File: config.mk
export PLATFORM = sky130hd
export DESIGN_NAME = xdma_finish_tracker
export DESIGN_NICKNAME = d
export VERILOG_FILES = /design/src/rtl/xdma_finish_tracker.sv
export SDC_FILE = /design/constraint.sdc
export NUM_CORES = 1
export LEC_CHECK = 0
export BUFFER_PORTS_ARGS = -buffer_cell sky130_fd_sc_hd__clkbuf_2
export CAP_MARGIN = 20
export CELL_PAD_IN_SITES_DETAIL_PLACEMENT = 0
export CELL_PAD_IN_SITES_GLOBAL_PLACEMENT = 1
export CORE_MARGIN = 5
export CORE_UTILIZATION = 46
export DETAILED_ROUTE_END_ITERATION = 10
export GPL_ROUTABILITY_DRIVEN = 0
export GPL_TIMING_DRIVEN = 1
export PLACE_DENSITY_LB_ADDON = 0.1
export SLEW_MARGIN = 20
export SYNTH_ARGS = -nofsm -noshare
export SYNTH_HDL_FRONTEND = slang
export SYNTH_SLANG_ARGS = --single-unit
export TNS_END_PERCENT = 10
File: constraint.sdc
create_clock -name clk_i -period 3.7 [get_ports clk_i]
set_clock_uncertainty 0.15 [all_clocks]
set_input_delay 0.185 -clock clk_i [delete_from_list [all_inputs] [get_ports clk_i]]
set_output_delay 0.185 -clock clk_i [all_outputs]
set_load 0.005 [all_outputs]
File: src/rtl/xdma_finish_tracker.sv
// Outstanding chain-write hop tracker: matches from-remote finish tokens to first/middle hop slots
// and queues completions to the frontend and the previous hop. Optional: XDMA_FINISH_TIMEOUT_EN.
module xdma_finish_tracker #(
   parameter int IdWidth    = 8,
   parameter int AddrWidth  = 48,
   parameter int NumSlots   = 4,
   parameter int SendDepth  = 4,
   parameter int TimeoutCyc = 4096
) (
   input  logic                          clk_i,
   input  logic                          rst_ni,
   input  logic                          start_valid_i,
   output logic                          start_ready_o,
   input  logic                          start_is_middle_i,
   input  logic [IdWidth-1:0]            start_id_i,
   input  logic [AddrWidth-1:0]          start_addr_i,
   input  logic                          last_done_valid_i,
   output logic                          last_done_ready_o,
   input  logic [IdWidth-1:0]            last_done_id_i,
   input  logic [AddrWidth-1:0]          last_done_addr_i,
   input  logic                          read_done_valid_i,
   output logic                          read_done_ready_o,
   input  logic [IdWidth-1:0]            read_done_id_i,
   input  logic                          from_remote_finish_valid_i,
   output logic                          from_remote_finish_ready_o,
   input  logic [IdWidth-1:0]            from_remote_finish_id_i,
   output logic                          xdma_finish_o,
   input  logic                          xdma_finish_ready_i,
   output logic [IdWidth-1:0]            xdma_finish_id_o,
   output logic                          xdma_finish_is_read_o,
   output logic                          xdma_write_finish_o,
   output logic                          to_remote_finish_valid_o,
   input  logic                          to_remote_finish_ready_i,
   output logic [IdWidth-1:0]            from_remote_dma_id_o,
   output logic [AddrWidth-1:0]          remote_addr_o,
   output logic [$clog2(NumSlots+1)-1:0] outstanding_o,
   output logic                          unmatched_o
);
   localparam int CntW  = $clog2(NumSlots+1);
   localparam int SIdxW = (NumSlots > 1) ? $clog2(NumSlots) : 1;
   localparam int PtrW  = (SendDepth > 1) ? $clog2(SendDepth) : 1;
   localparam int FcW   = $clog2(SendDepth+1);

   logic [NumSlots-1:0]                slot_vld_q, slot_vld_d, slot_mid_q;
   logic [NumSlots-1:0][IdWidth-1:0]   slot_id_q;
   logic [NumSlots-1:0][AddrWidth-1:0] slot_addr_q;

   logic                 lf_vld_q, lf_rd_q;
   logic [IdWidth-1:0]   lf_id_q;
   logic [SendDepth-1:0][IdWidth-1:0]   sq_id_q;
   logic [SendDepth-1:0][AddrWidth-1:0] sq_addr_q;
   logic [PtrW-1:0]      wr_ptr_q, rd_ptr_q;
   logic [FcW-1:0]       sq_cnt_q;
   logic                 wf_q, unm_q;

   logic [NumSlots-1:0]  hit_vec, free_mask, alloc_mask;
   logic                 hit_any, hit_mid, free_any, dup_any;
   logic [AddrWidth-1:0] hit_addr;
   logic [SIdxW-1:0]     free_idx;
   logic                 sq_full, tok_first_acc, tok_mid_acc;
   logic                 to_first, to_mid;
   logic [SIdxW-1:0]     to_sel;
   logic                 first_ld, mid_push, rd_acc, ld_acc, alloc, sq_pop, sq_push;
   logic [IdWidth-1:0]   push_id;
   logic [AddrWidth-1:0] push_addr;

   always_comb begin
      hit_vec  = '0;
      hit_mid  = 1'b0;
      hit_addr = '0;
      free_any = 1'b0;
      free_idx = '0;
      dup_any  = 1'b0;
      for (int i = NumSlots-1; i >= 0; i--) begin
         hit_vec[i] = slot_vld_q[i] && (slot_id_q[i] == from_remote_finish_id_i);
         if (hit_vec[i]) begin
            hit_mid  = slot_mid_q[i];
            hit_addr = slot_addr_q[i];
         end
         if (!slot_vld_q[i]) begin
            free_any = 1'b1;
            free_idx = SIdxW'(i);
         end
         if (slot_vld_q[i] && slot_id_q[i] == start_id_i) dup_any = 1'b1;
      end
   end

   assign hit_any       = |hit_vec;
   assign sq_full       = (sq_cnt_q == FcW'(SendDepth));
   assign tok_first_acc = from_remote_finish_valid_i && hit_any && !hit_mid && !lf_vld_q;
   assign tok_mid_acc   = from_remote_finish_valid_i && hit_any && hit_mid && !sq_full;
   assign from_remote_finish_ready_o = !hit_any || (hit_mid ? !sq_full : !lf_vld_q);

`ifdef XDMA_FINISH_TIMEOUT_EN
   localparam int TcW = $clog2(TimeoutCyc+1);
   logic [NumSlots-1:0][TcW-1:0] tmo_q;
   logic [NumSlots-1:0]          exp_vec;
   logic                         exp_any;

   // A slot the token is freeing this cycle is not also forced out.
   always_comb begin
      exp_any = 1'b0;
      to_sel  = '0;
      for (int i = NumSlots-1; i >= 0; i--) begin
         exp_vec[i] = slot_vld_q[i] && (tmo_q[i] == TcW'(TimeoutCyc)) &&
                      !(hit_vec[i] && (tok_first_acc || tok_mid_acc));
         if (exp_vec[i]) begin
            exp_any = 1'b1;
            to_sel  = SIdxW'(i);
         end
      end
   end

   assign to_first = exp_any && !slot_mid_q[to_sel] && !lf_vld_q && !tok_first_acc;
   assign to_mid   = exp_any && slot_mid_q[to_sel] && !sq_full && !tok_mid_acc;

   always_ff @(posedge clk_i or negedge rst_ni) begin
      if (!rst_ni) begin
         tmo_q <= '0;
      end else begin
         for (int i = 0; i < NumSlots; i++) begin
            if (alloc_mask[i])                                       tmo_q[i] <= '0;
            else if (slot_vld_q[i] && tmo_q[i] != TcW'(TimeoutCyc)) tmo_q[i] <= tmo_q[i] + TcW'(1);
         end
      end
   end
`else
   logic unused_tmo;
   assign unused_tmo = (TimeoutCyc > 0);
   assign to_first   = 1'b0;
   assign to_mid     = 1'b0;
   assign to_sel     = '0;
`endif

   assign first_ld          = tok_first_acc || to_first;
   assign mid_push          = tok_mid_acc || to_mid;
   assign read_done_ready_o = !lf_vld_q && !first_ld;
   assign rd_acc            = read_done_valid_i && read_done_ready_o;
   assign last_done_ready_o = !sq_full && !mid_push;
   assign ld_acc            = last_done_valid_i && last_done_ready_o;
   assign start_ready_o     = free_any && !dup_any;
   assign alloc             = start_valid_i && start_ready_o;
   assign sq_pop            = (sq_cnt_q != '0) && to_remote_finish_ready_i;
   assign sq_push           = mid_push || ld_acc;

   always_comb begin
      push_id   = last_done_id_i;
      push_addr = last_done_addr_i;
      if (tok_mid_acc) begin
         push_id   = from_remote_finish_id_i;
         push_addr = hit_addr;
      end else if (to_mid) begin
         push_id   = slot_id_q[to_sel];
         push_addr = slot_addr_q[to_sel];
      end
      free_mask  = '0;
      alloc_mask = '0;
      if (tok_first_acc || tok_mid_acc) free_mask = hit_vec;
      if (to_first || to_mid)           free_mask[to_sel] = 1'b1;
      if (alloc)                        alloc_mask[free_idx] = 1'b1;
      slot_vld_d = (slot_vld_q & ~free_mask) | alloc_mask;
   end

   always_ff @(posedge clk_i or negedge rst_ni) begin
      if (!rst_ni) begin
         slot_vld_q  <= '0;
         slot_mid_q  <= '0;
         slot_id_q   <= '0;
         slot_addr_q <= '0;
      end else begin
         slot_vld_q <= slot_vld_d;
         if (alloc) begin
            slot_mid_q[free_idx]  <= start_is_middle_i;
            slot_id_q[free_idx]   <= start_id_i;
            slot_addr_q[free_idx] <= start_addr_i;
         end
      end
   end

   // Loads only happen into an empty register, so load and pop never collide.
   always_ff @(posedge clk_i or negedge rst_ni) begin
      if (!rst_ni) begin
         lf_vld_q <= 1'b0;
         lf_rd_q  <= 1'b0;
         lf_id_q  <= '0;
      end else if (first_ld) begin
         lf_vld_q <= 1'b1;
         lf_rd_q  <= 1'b0;
         lf_id_q  <= tok_first_acc ? from_remote_finish_id_i : slot_id_q[to_sel];
      end else if (rd_acc) begin
         lf_vld_q <= 1'b1;
         lf_rd_q  <= 1'b1;
         lf_id_q  <= read_done_id_i;
      end else if (lf_vld_q && xdma_finish_ready_i) begin
         lf_vld_q <= 1'b0;
      end
   end

   always_ff @(posedge clk_i or negedge rst_ni) begin
      if (!rst_ni) begin
         sq_id_q   <= '0;
         sq_addr_q <= '0;
         wr_ptr_q  <= '0;
         rd_ptr_q  <= '0;
         sq_cnt_q  <= '0;
         wf_q      <= 1'b0;
         unm_q     <= 1'b0;
      end else begin
         if (sq_push) begin
            sq_id_q[wr_ptr_q]   <= push_id;
            sq_addr_q[wr_ptr_q] <= push_addr;
            wr_ptr_q <= (wr_ptr_q == PtrW'(SendDepth-1)) ? '0 : wr_ptr_q + PtrW'(1);
         end
         if (sq_pop) rd_ptr_q <= (rd_ptr_q == PtrW'(SendDepth-1)) ? '0 : rd_ptr_q + PtrW'(1);
         if (sq_push && !sq_pop)      sq_cnt_q <= sq_cnt_q + FcW'(1);
         else if (!sq_push && sq_pop) sq_cnt_q <= sq_cnt_q - FcW'(1);
         wf_q  <= first_ld || sq_pop;
         unm_q <= from_remote_finish_valid_i && !hit_any;
      end
   end

   always_comb begin
      outstanding_o = '0;
      for (int i = 0; i < NumSlots; i++) outstanding_o = outstanding_o + CntW'(slot_vld_q[i]);
   end

   assign xdma_finish_o            = lf_vld_q;
   assign xdma_finish_id_o         = lf_id_q;
   assign xdma_finish_is_read_o    = lf_rd_q;
   assign xdma_write_finish_o      = wf_q;
   assign to_remote_finish_valid_o = (sq_cnt_q != '0);
   assign from_remote_dma_id_o     = sq_id_q[rd_ptr_q];
   assign remote_addr_o            = sq_addr_q[rd_ptr_q];
   assign unmatched_o              = unm_q;
endmodule

==> summary.md <==
| Metric | Value |
|---|---|
| Status | finished, final reports clean |
| Hpwl dp | 42400 µm |
| Area share of the largest cell type after synthesis | 0.538 |
| Die area | 52500 µm² |
| DR vias | 16100 |
| Slew Limit Fails | 0 |
| Post-CTS Setup Repair Bufs | 0 |
| Max Root-Sink Buffers | 3 |
| Row Count | 80 |
| Final setup TNS | 0 ns |
| Total CTS buffers | 53 |
| Slew headroom | 0.421 |
| Die height | 229 µm |
| Largest net degree at the start of global routing | 101 |
| CTS tree | yes |
| Yosys top cell by area | dfrtp_1 |
| Syn_area_per_cell | 11.9 µm² |
| Final worst path period need | 3.47 ns |
| Vias in the first global route | 16400 |
| Least-Margin Pin Slew | 0.869 ns |
| Yosys warns | 0 |
| Fmax | 288 MHz |
| Fill count | 3984 |
| Post-CTS Hold Buffers | 136 |
| Area occupied by registers | 11900 µm² |
| EDFF count, synth | 0 |
| Seq/Total Area, Yosys | 0.538 |
| Worst-path fanout max | 7 |
| Clock root cell | clkbuf_16 |
| DRT Pass-1 Iters | 5 |
| Main synth FF type | dfrtp_1 |
| H-tree depth | 2 |
| First-pass GRT wire length | 101000 µm |
| Final ANT Viol Nets | 0 |
| LEAKAGE | 12.7 nW |
| Mapped Nets | 2010 |
| Peak VDD IR | 348 µV |
| Worst EP required | 3.37 ns |
| Pre-CTS setup slack | 0.339 ns |
| Initial antenna violation count | 7 |
| Placed cells | 2628 |
| Max-Cap Viols | 0 |
| GRT overflow | 0 |
| Top area cells in the synthesized netlist | dfrtp_1 (54%), mux2_2 (12%), mux4_2 (5.7%) |
| Clock sink count | 475 |
| Clock Pin Slew Worst Setup and Hold Paths | 0.06 ns |
| Final worst slack | 0.229 ns |
| WL per Instance | 22.2 µm |
| Routed WL | 63600 µm |
| Post-synthesis register bit count | 475 |
| CTS-repair resized insts | 0 |
| Clk_lat worst skew | 0.59 ns |
| Final Util | 0.580 |
| Post-Synthesis Cells | 1863 |
| IO Port Bufs | 212 |
| Die W | 229 µm |
| RSZ-0062 raised after global routing | no |
| Final non-filler cell total | 2866 |
| Synth unique cells | 53 |
| PD cells | 683 nW/µm² |
| All-Layer GR Usage | 0.243 |
| Worst Hold Class | in2reg |
| Async set-reset flop share out of synthesis | 1.00 |
| Setup violators final | 0 |
| Initial detailed-routing violation count | 1019 |
| Fin crit share | 0.938 |
| Via-per-instance ratio | 5.62 |
| Initial core utilization | 0.464 |
| Nets | 2351 |
| Layout area overhead | 25.1% |
| Cell Area, Synth | 22100 µm² |
| Worst Setup Path Type | reg2out |
| Multi-input logic area | 9660 µm² |
| DRC Markers | 0 |
| Ports | 213 |
| Share of layout cells above drive strength 1 | 0.313 |
| CP Capture Type | output pin |
| Core area | 47600 µm² |
| Crit start category | flip-flop |
| Final Hold Vio Count | 0 |
| CP arrival | 3.14 ns |
## area by class of cell
class                           instances  area share
Sequential cell                       475       0.430
Multi-Input combinational cell       1231       0.349
Timing Repair Buffer                  431       0.126
Clock buffer                           82      0.0578
Tap cell                              615      0.0278
Clock inverter                         14     0.00656
Inverter                               12     0.00163
Antenna cell                            6    0.000543
## metal layers
layer	track usage	routed length, µm
met5	0	13
met3	0.0393	3510
met4	0.0645	1330
met2	0.367	28900
met1	0.370	29800
## cells by family (layout without fill, tap and decap cells)
kind of cell    Yosys count  in the layout  share of synthesized area
buf+inv                 157            539                     0.0294
xor+xnor                 67             67                     0.0266
simple gates            439            439                     0.0933
flops                   475            475                      0.538
other cells               0              6                          0
mux                     335            335                      0.207
fa+ha+maj                10             10                    0.00634
compound gates          380            380                     0.0999
## cells in the final DEF, fill, tap and decap left out, types with 5 or more instances in the layout
| master | n |
|---|---|
| clkinv_2 | 7 |
| o21ai_0 | 210 |
| buf_4 | 48 |
| a221oi_1 | 48 |
| dlygate4sd3_1 | 136 |
| o22ai_1 | 8 |
| o21ai_1 | 84 |
| nand3_1 | 9 |
| clkbuf_8 | 12 |
| clkbuf_2 | 211 |
| nor2_1 | 9 |
| mux4_2 | 56 |
| ha_1 | 8 |
| inv_1 | 11 |
| mux2i_4 | 18 |
| clkbuf_1 | 15 |
| nand4_1 | 8 |
| or3_1 | 5 |
| nor3_1 | 69 |
| nand2_1 | 252 |
| a2bb2oi_1 | 7 |
| nor3b_1 | 32 |
| o21ai_4 | 5 |
| dfrtp_1 | 473 |
| and2_1 | 5 |
| mux2_2 | 230 |
| nor2b_1 | 32 |
| diode_2 | 6 |
| buf_12 | 35 |
| xnor2_1 | 40 |
| mux2i_1 | 31 |
| clkbuf_16 | 55 |
| xor2_1 | 27 |
## state kept, by name, summed over array words and instances (netlist names)
name                   flops
rd_ptr_q                   2
unmatched_o                1
slot_mid_q                 4
xdma_finish_o              1
slot_addr_q              192
xdma_finish_is_read_o      1
sq_addr_q                192
xdma_write_finish_o        1
xdma_finish_id_o           8
sq_cnt_q                   3
wr_ptr_q                   2
sq_id_q                   32
slot_vld_q                 4
slot_id_q                 32
## Yosys cell counts, drive strengths merged (8+ instances only)
cell,number
o22ai,8
o21ai,299
nand4,9
a2bb2oi,8
buf,47
mux2,230
clkbuf,98
inv,11
xnor2,40
mux4,56
mux2i,49
nor3,73
nand3,11
xor2,27
ha,8
dfrtp,475
a221oi,48
nor3b,32
nor2,9
nand2,252
nor2b,32
## critical path, cell delays in order (launching register included)
cell and delay (ns):
dfrtp_1 0.45, xor2_1 0.19, nor4_1 0.34, buf_4 0.18
and3_2 0.24, o311a_4 0.21, a2bb2oi_4 0.25, mux2i_1 0.11
buf_4 0.18, or2_2 0.27, clkbuf_2 0.13
## final timing paths
path                       cells past startpoint  slack, ns                    endpoint                        from
max                                           10       0.23  from_remote_finish_ready_o               slot_id_q[21]
min                                            3       0.04                 sq_id_q[19]  from_remote_finish_id_i[3]
max reg2reg                                   11       0.25         xdma_finish_id_o[4]               slot_id_q[21]
min reg2reg                                    2       0.32              sq_addr_q[160]              sq_addr_q[160]
max in group asynchronous                      3       2.34             slot_addr_q[69]                      rst_ni
min in group asynchronous                      2       0.09                  sq_id_q[1]                      rst_ni
## power breakdown
part	switching, mW	internal, mW
Sequential	1.05	6.87
Clock	2.11	3.24
Combinational	2.67	2.94
## through the flow
step                      total power, mW  hold slack (ns)  area [µm²]
final                                18.9           0.0422       27600
after global placement               13.4            0.148       24500
after CTS                            19.1          0.00243       27600
after global routing                 20.0           0.0750       27600
after floorplan                      11.2           -0.261       22100
after detailed placement             13.6            0.170       24500
No activity file was read; power rests on OpenSTA's default activity.
